===== src/rtl/regfile_scoreboard.sv =====
// Two-read/one-write register file with synchronous reads, optional write bypass
// and a per-register pending-write scoreboard for RAW hazard stalls.
module regfile_scoreboard #(
    parameter int DATA_WIDTH = 32,
    parameter int ADDR_WIDTH = 5,
    parameter int ZERO_REG   = 1,
    parameter int BYPASS     = 1
) (
    input  logic                  clock,
    input  logic                  reset_n,
    input  logic                  rd_en,
    input  logic [ADDR_WIDTH-1:0] rd_addr_a,
    input  logic [ADDR_WIDTH-1:0] rd_addr_b,
    output logic [DATA_WIDTH-1:0] rd_data_a,
    output logic [DATA_WIDTH-1:0] rd_data_b,
    output logic                  busy_a,
    output logic                  busy_b,
    input  logic                  wr_en,
    input  logic [ADDR_WIDTH-1:0] wr_addr,
    input  logic [DATA_WIDTH-1:0] wr_data,
    input  logic                  rsv_en,
    input  logic [ADDR_WIDTH-1:0] rsv_addr,
    output logic [ADDR_WIDTH:0]   busy_count
);

    localparam int DEPTH = 1 << ADDR_WIDTH;

    logic [DATA_WIDTH-1:0] regs [DEPTH];
    logic [DEPTH-1:0]      busy;
    logic [DEPTH-1:0]      busy_nxt;

    logic                  wr_eff;
    logic                  rsv_eff;
    logic                  count_inc;
    logic                  count_dec;
    logic [DATA_WIDTH-1:0] rd_a_nxt;
    logic [DATA_WIDTH-1:0] rd_b_nxt;
    logic                  busy_a_nxt;
    logic                  busy_b_nxt;

    // Register 0 swallows writes and reservations when it is hardwired to zero.
    assign wr_eff  = wr_en  && !((ZERO_REG != 0) && (wr_addr == '0));
    assign rsv_eff = rsv_en && !((ZERO_REG != 0) && (rsv_addr == '0));

    always_comb begin
        busy_nxt = busy;
        if (wr_eff) begin
            busy_nxt[wr_addr] = 1'b0;
        end
        if (rsv_eff) begin
            busy_nxt[rsv_addr] = 1'b1;
        end
    end

    // A same-address reserve cancels the release, so the count only drops
    // when the completing producer is not replaced.
    assign count_inc = rsv_eff && !busy[rsv_addr];
    assign count_dec = wr_eff && busy[wr_addr] && !(rsv_eff && (rsv_addr == wr_addr));

    always_comb begin
        rd_a_nxt = regs[rd_addr_a];
        if ((BYPASS != 0) && wr_eff && (wr_addr == rd_addr_a)) begin
            rd_a_nxt = wr_data;
        end
        if ((ZERO_REG != 0) && (rd_addr_a == '0)) begin
            rd_a_nxt = '0;
        end

        rd_b_nxt = regs[rd_addr_b];
        if ((BYPASS != 0) && wr_eff && (wr_addr == rd_addr_b)) begin
            rd_b_nxt = wr_data;
        end
        if ((ZERO_REG != 0) && (rd_addr_b == '0)) begin
            rd_b_nxt = '0;
        end

        busy_a_nxt = busy[rd_addr_a] && !(wr_eff && (wr_addr == rd_addr_a));
        busy_b_nxt = busy[rd_addr_b] && !(wr_eff && (wr_addr == rd_addr_b));
    end

    always_ff @(posedge clock or negedge reset_n) begin
        if (!reset_n) begin
            for (int i = 0; i < DEPTH; i++) begin
                regs[i] <= '0;
            end
        end else if (wr_eff) begin
            regs[wr_addr] <= wr_data;
        end
    end

    always_ff @(posedge clock or negedge reset_n) begin
        if (!reset_n) begin
            busy       <= '0;
            busy_count <= '0;
        end else begin
            busy       <= busy_nxt;
            busy_count <= busy_count + {{ADDR_WIDTH{1'b0}}, count_inc}
                                     - {{ADDR_WIDTH{1'b0}}, count_dec};
        end
    end

    always_ff @(posedge clock or negedge reset_n) begin
        if (!reset_n) begin
            rd_data_a <= '0;
            rd_data_b <= '0;
            busy_a    <= 1'b0;
            busy_b    <= 1'b0;
        end else if (rd_en) begin
            rd_data_a <= rd_a_nxt;
            rd_data_b <= rd_b_nxt;
            busy_a    <= busy_a_nxt;
            busy_b    <= busy_b_nxt;
        end
    end

endmodule


===== config.mk =====
export PLATFORM = sky130hd
export DESIGN_NAME = regfile_scoreboard
export DESIGN_NICKNAME = d
export VERILOG_FILES = /design/src/rtl/regfile_scoreboard.sv
export SDC_FILE = /design/constraint.sdc
export NUM_CORES = 2
export LEC_CHECK = 0
export CAP_MARGIN = 30
export CORE_MARGIN = 3
export CORE_UTILIZATION = 30
export CTS_CLUSTER_DIAMETER = 200
export DETAILED_ROUTE_END_ITERATION = 10
export PLACE_DENSITY = 0.54
export SYNTH_ARGS = -nofsm -noshare
export SYNTH_HDL_FRONTEND = slang
export SYNTH_SLANG_ARGS = --single-unit

===== constraint.sdc =====
create_clock -name clock -period 4.6 [get_ports clock]
set_input_delay 0.46 -clock clock [delete_from_list [all_inputs] [get_ports clock]]
set_output_delay 0.46 -clock clock [all_outputs]
set_load 0.05 [all_outputs]

**Word level (Yosys, flattened, before mapping)**

Cells that the tools add are included.

- $add $sub $neg: 2
- $lt $le $gt $ge: 10
- Equality and inequality tests: 3
- Muxes and demuxes: 27
- Bitwise logic cells: 6
- Reduce and logical (&&, ||, !) cells: 23

Operator list:

| operator | number |
|---|---|
| $bwmux 1024 | 1 |
| $mux 32 | 11 |
| $bmux 32 s5 | 2 |
| $demux 32 s5 | 1 |
| $and 32x32->32 | 1 |
| $not 32->32 | 1 |
| $or 32x32->32 | 1 |
| $lt 5x6->1 const B | 4 |
| $bmux 1 s5 | 4 |
| $logic_not 5->1 | 4 |
| $ge 6x6->1 const B | 3 |
| $not 5->6 | 3 |
| $eq 5x5->1 | 3 |
| $logic_and 1x1->1 | 13 |
| $demux 1 s5 | 2 |
| $ge 5x1->1 const B | 2 |
| $add 6x1->6 | 1 |
| $logic_not 1->1 | 6 |
| $lt 6x1->1 const B | 1 |
| $mux 1 | 6 |
| $sub 6x1->6 | 1 |

- Register bits after elaboration: 1128
- Input port bits: 57

**Depth between registers and ports, before layout**

- Word-level depth: 9
- Depth in mapped cells: 16
- Depth with buffers taken out: 14

**Worst setup path after synthesis**

OpenSTA, ideal clock, no wires.

- Kind: in2reg
- Start: input rsv_addr[0]
- End: register busy_count[4]
- Arrival time: 3.393 ns
- Data required time: 4.477 ns
- Slack: 1.084 ns
- Stages: 14
- Cell sequence: buf_1 > mux4_2 > mux4_2 > nor3_1 > a31oi_1 > ha_1 > inv_1 > ha_1 > inv_1 > fa_1 > inv_1 > a21o_1 > a21oi_1 > xnor2_1

- Longest elaborated chain between the ends: 7
- Elaborated cells between the ends (all ways): 13
- Those cells by class: add/sub: 2; eq/ne: 1; mux: 2; reduce/logical: 8

Ends and longest elaborated chain:

| element | RTL line | RTL |
|---|---|---|
| start: declaration | 22 | `input logic [ADDR_WIDTH-1:0] rsv_addr,` |
| parallel branches: the longest is 6 deep, another holds $add 6x1->6 | -- |  |
| $sub 6x1->6 * | 98 | `- {{ADDR_WIDTH{1'b0}}, count_dec};` |
| end signal: assignment | 97 | `busy_count <= busy_count + {{ADDR_WIDTH{1'b0}}, count_inc}` |
| end: declaration | 23 | `output logic [ADDR_WIDTH:0] busy_count` |

Every way passes the cells marked *. The select of a mux whose other input is x is not followed.
A chain may end at the register's enable or synchronous reset.

**Worst setup path after layout**

- Start: input wr_addr[3]
- End: register busy_count[4]

- Longest elaborated chain between the ends: 6
- Elaborated cells between the ends (all ways): 11
- Those cells by class: add/sub: 1; eq/ne: 1; mux: 2; reduce/logical: 7

Ends and longest elaborated chain:

| element | RTL line | RTL |
|---|---|---|
| start: declaration | 19 | `input logic [ADDR_WIDTH-1:0] wr_addr,` |
| parallel branches: the longest is 4 deep, another holds $bmux 1 s5 | -- |  |
| $logic_and 1x1->1 * | 58 | `assign count_dec = wr_eff && busy[wr_addr] && !(rsv_eff && (rsv_addr == wr_addr));` |
| $sub 6x1->6 * | 98 |  |

Marks and branches as above.

==> results by group <==
STA
  – Setup Total Neg Slack: 0 ns
  – Skew final: 0.0304 ns
  – Unrepaired setup endpoints after global routing: no
  – Slew @ Worst Pin: ~1 ns
  – Part of the cycle the worst path needs: between 70% and 80%
  – Fmax: just under 0.3 GHz
  – Final setup viols: 0
  – Fin crit period: around 3.4 ns
  – Final Slew Violations: 0
  – Slew margin rel.: 31.6%
  – Final hold violations: 0

Logic synthesis
  – Cell Area, Synth: 60000 um2
  – Flop and latch count out of synthesis: 1128
  – Post-synth ARST share: 100%
  – Syn Nets: 3901
  – Yosys top cell area share: 47.1%
  – Synth unique cells: 52
  – Syn. warnings: 0
  – Area leader, netlist: dfrtp_1
  – Register area share after synthesis: 47.1%
  – Post-synth EDFFs: 0
  – Synth Instances: around 3800
  – Syn Area/Cell: between 15 and 20 um2
  – Top cells by area, synth: dfrtp_1 47%, mux4_2 23%, mux2_2 19%
  – Top_reg_cell synth: dfrtp_1

Setup path
  – R2r worst-path depth: 13
  – Crit path launch type: primary input
  – Slowest CP cell: clkdlybuf4s50_1
  – Req. time, crit path: 5.23 ns
  – CP Max Fanout: 15
  – CP Depth: 16
  – Crit-path leading delay family: buffers and inverters
  – Critical path arrival: 4.05 ns
  – Worst path buffer plus inverter count: 6
  – Slowest stage delay, CP: about 1 ns
  – Crit. End Element: flip-flop
  – Worst-path cell chain: clkdlybuf4s50_1, inv_1, nor3_1, buf_4, a22o_1, nor3_1, a311oi_1, ha_1, inv_1, ha_1, inv_1, fa_1, inv_1, a21o_1, a21oi_1, xnor2_1
  – Crit path kind: primary input to flip-flop
  – Most frequent CP cell: inv_1

Cells and area
  – Fin cells: roughly 6500
  – Share of cells above drive strength 1: about half
  – Area grow syn2layout: 15.3%
  – Filler instances: 18700
  – Utilization after layout: a little over a third
  – Final #Nets: 3845

Detailed routing
  – DR vias/cell: 5.55
  – Wire per inst: 28.9 um
  – Final WL: 189 mm
  – # DRC: 0
  – Iteration count of the initial detailed-routing pass: 5
  – Vias: 36200
  – Routed Antenna Nets: 0
  – 1st-iter DRT viols: between 2000 and 3000

Placement
  – # placed instances: 6299
  – Final GP Congestion: ~0.83
  – Dpl hpwl: 110 mm
  – I/O Buffers: 128

Global route
  – GR Util met1: 24.4%
  – Global routing usage on met3: 2.63%
  – GRT met2 Usage: 31.0%
  – GR Util All Layers: 18.4%
  – Initial antenna violation count: 11
  – Largest net degree at the start of global routing: 148
  – Vias in the first global route: 38400
  – First-pass GRT wire length: 280 mm
  – Layer with the highest usage: met2
  – Total congestion overflow: 0

CTS
  – Clock Tree Buf Depth: 3
  – CTS tree: yes
  – Cts bufs inserted: 119
  – Clock transition at the registers of the reported paths: 0.06 ns
  – Clock sink count: 1128
  – CTS H-Tree Depth: 3
  – CTS root buf: clkbuf_16
  – CTS resizes: 0
  – Clk_lat worst skew: 0.77 ns

Power and ir drop
  – Peak supply drop: between 300 and 400 uV
  – Leakage: about 0.029 uW
  – Pwr/cell area: 436 nW/um2

Hold path
  – Worst min-delay path category: primary input to flip-flop
  – Hold path depth: 3

Floorplan
  – Initial core utilization: a little under a third
  – I/O Pins: 129
  – Chip width: 453 um
  – Chip height: ~450 um
  – Num rows: between 150 and 200
  – Core area: 198000 um2
  – Die ar.: roughly 200000 um2

Run
  – # Max-Cap Violations: 0

Status
  – Status: complete, no violations
-- repair_timing --
action	4_1_cts	5_1_grt
buffers inserted	0	0
endpoints found under the setup margin	0	0
hold buffers	1	0
endpoints found under the hold margin	53	0
-- cell families after synthesis --
group	synth area share, %
DFF	47.1
muxes	42.7
adders and majority gates	0.159
xor gates and xnor gates	0.292
and+or+nand+nor	2.88
buffers and inverters	3.30
AOI/OAI and AO/OA	3.58
-- power breakdown --
| part | internal (uW) | total, uW | switching [uW] | leakage (uW) |
|---|---|---|---|---|
| clock network | 5770 | 10000 | 4260 | 0.00201 |
| logic | 3990 | 6710 | 2720 | 0.0126 |
| registers | 11900 | 13400 | 1540 | 0.0145 |
| total | 21600 | 30100 | 8520 | 0.0291 |
-- cells in the final DEF, fill, tap and decap left out, types with 26 or more instances in the layout --
master           instances
a2111o_1                64
a211oi_1               128
buf_12                  40
buf_16                  26
buf_4                   62
clkbuf_1                30
clkbuf_16              121
clkbuf_8                38
clkdlybuf4s50_1        118
dfrtp_1               1128
mux2_2                 992
mux2i_1                 70
mux4_2                 610
nor2b_1                194
-- tightest hold or removal path, delay by kind of cell --
kind	cells	cell delay (ns)
buffers and inverters	1	0.21
AND/OR/NAND/NOR	1	0.16
AO/OA/AOI/OAI	1	0.08
-- layout make-up --
| type | count | area [um2] | area share (%) |
|---|---|---|---|
| Inverter | 16 | 60.1 | 0.0869 |
| Clock buffer | 188 | 3650 | 5.28 |
| Sequential cell | 1128 | 28200 | 40.8 |
| Tap cell | 2640 | 3300 | 4.78 |
| Antenna cell | 5 | 12.5 | 0.0181 |
| Multi-Input combinational cell | 2251 | 30000 | 43.4 |
| Clock inverter | 37 | 404 | 0.585 |
| Timing Repair Buffer | 265 | 3430 | 4.96 |
-- Yosys cell counts, drive strengths merged, types with 2 or more instances --
| cell type | count |
|---|---|
| a22oi | 2 |
| mux2i | 70 |
| a2111o | 64 |
| a32o | 4 |
| and3b | 2 |
| buf | 170 |
| nand4b | 3 |
| xnor2 | 16 |
| a21oi | 4 |
| o211ai | 2 |
| nor2 | 21 |
| or3 | 2 |
| o21ai | 25 |
| inv | 16 |
| mux2 | 992 |
| o22ai | 2 |
| a211oi | 128 |
| nand2 | 27 |
| o31ai | 2 |
| nand2b | 4 |
| mux4 | 610 |
| and3 | 2 |
| nor3b | 5 |
| o311ai | 2 |
| dfrtp | 1128 |
| clkbuf | 272 |
| a22o | 12 |
| nand3b | 3 |
| ha | 6 |
| nor3 | 8 |
| nand4 | 7 |
| or2 | 6 |
| nand3 | 8 |
| xor2 | 4 |
| nor2b | 194 |
| o2bb2ai | 4 |
| a21o | 2 |
-- per-layer routing --
layer  vias to the layer above  wire (um)
met5                         -         27
met4                         4       5540
met3                       283       8660
met2                       970      93700
met1                     20100      80700
li1                      14800          -
-- sequential cells by signal, indices dropped and copies added (netlist names) --
name        flops
rd_data_a      32
busy_a          1
regs         1024
busy           32
busy_count      6
rd_data_b      32
busy_b          1
-- through the flow --
stage                     total power, uW  worst slack, ns  instance area (um2)  hold slack, ns
after CTS                           30500             1.25                69100           0.195
after floorplan                     18100             1.08                60000           0.164
after detailed placement            20300            0.451                65000           0.382
after global placement              20100            0.439                64200           0.380
final                               30100             1.18                69100           0.263
after global routing                31500            0.914                69100           0.249
-- path summary, 6_finish.rpt --
kind                         startpoint            end  slack, ns
max                          wr_addr[3]  busy_count[4]       1.18
min                        rd_addr_a[4]         busy_a       0.26
max reg2reg                     busy[5]  busy_count[4]       1.47
min reg2reg                  regs[1023]     regs[1023]       0.39
max in group asynchronous       reset_n      regs[993]       2.87
min in group asynchronous       reset_n      regs[474]       0.30
Note: power is estimated with default switching activity, not from simulation.
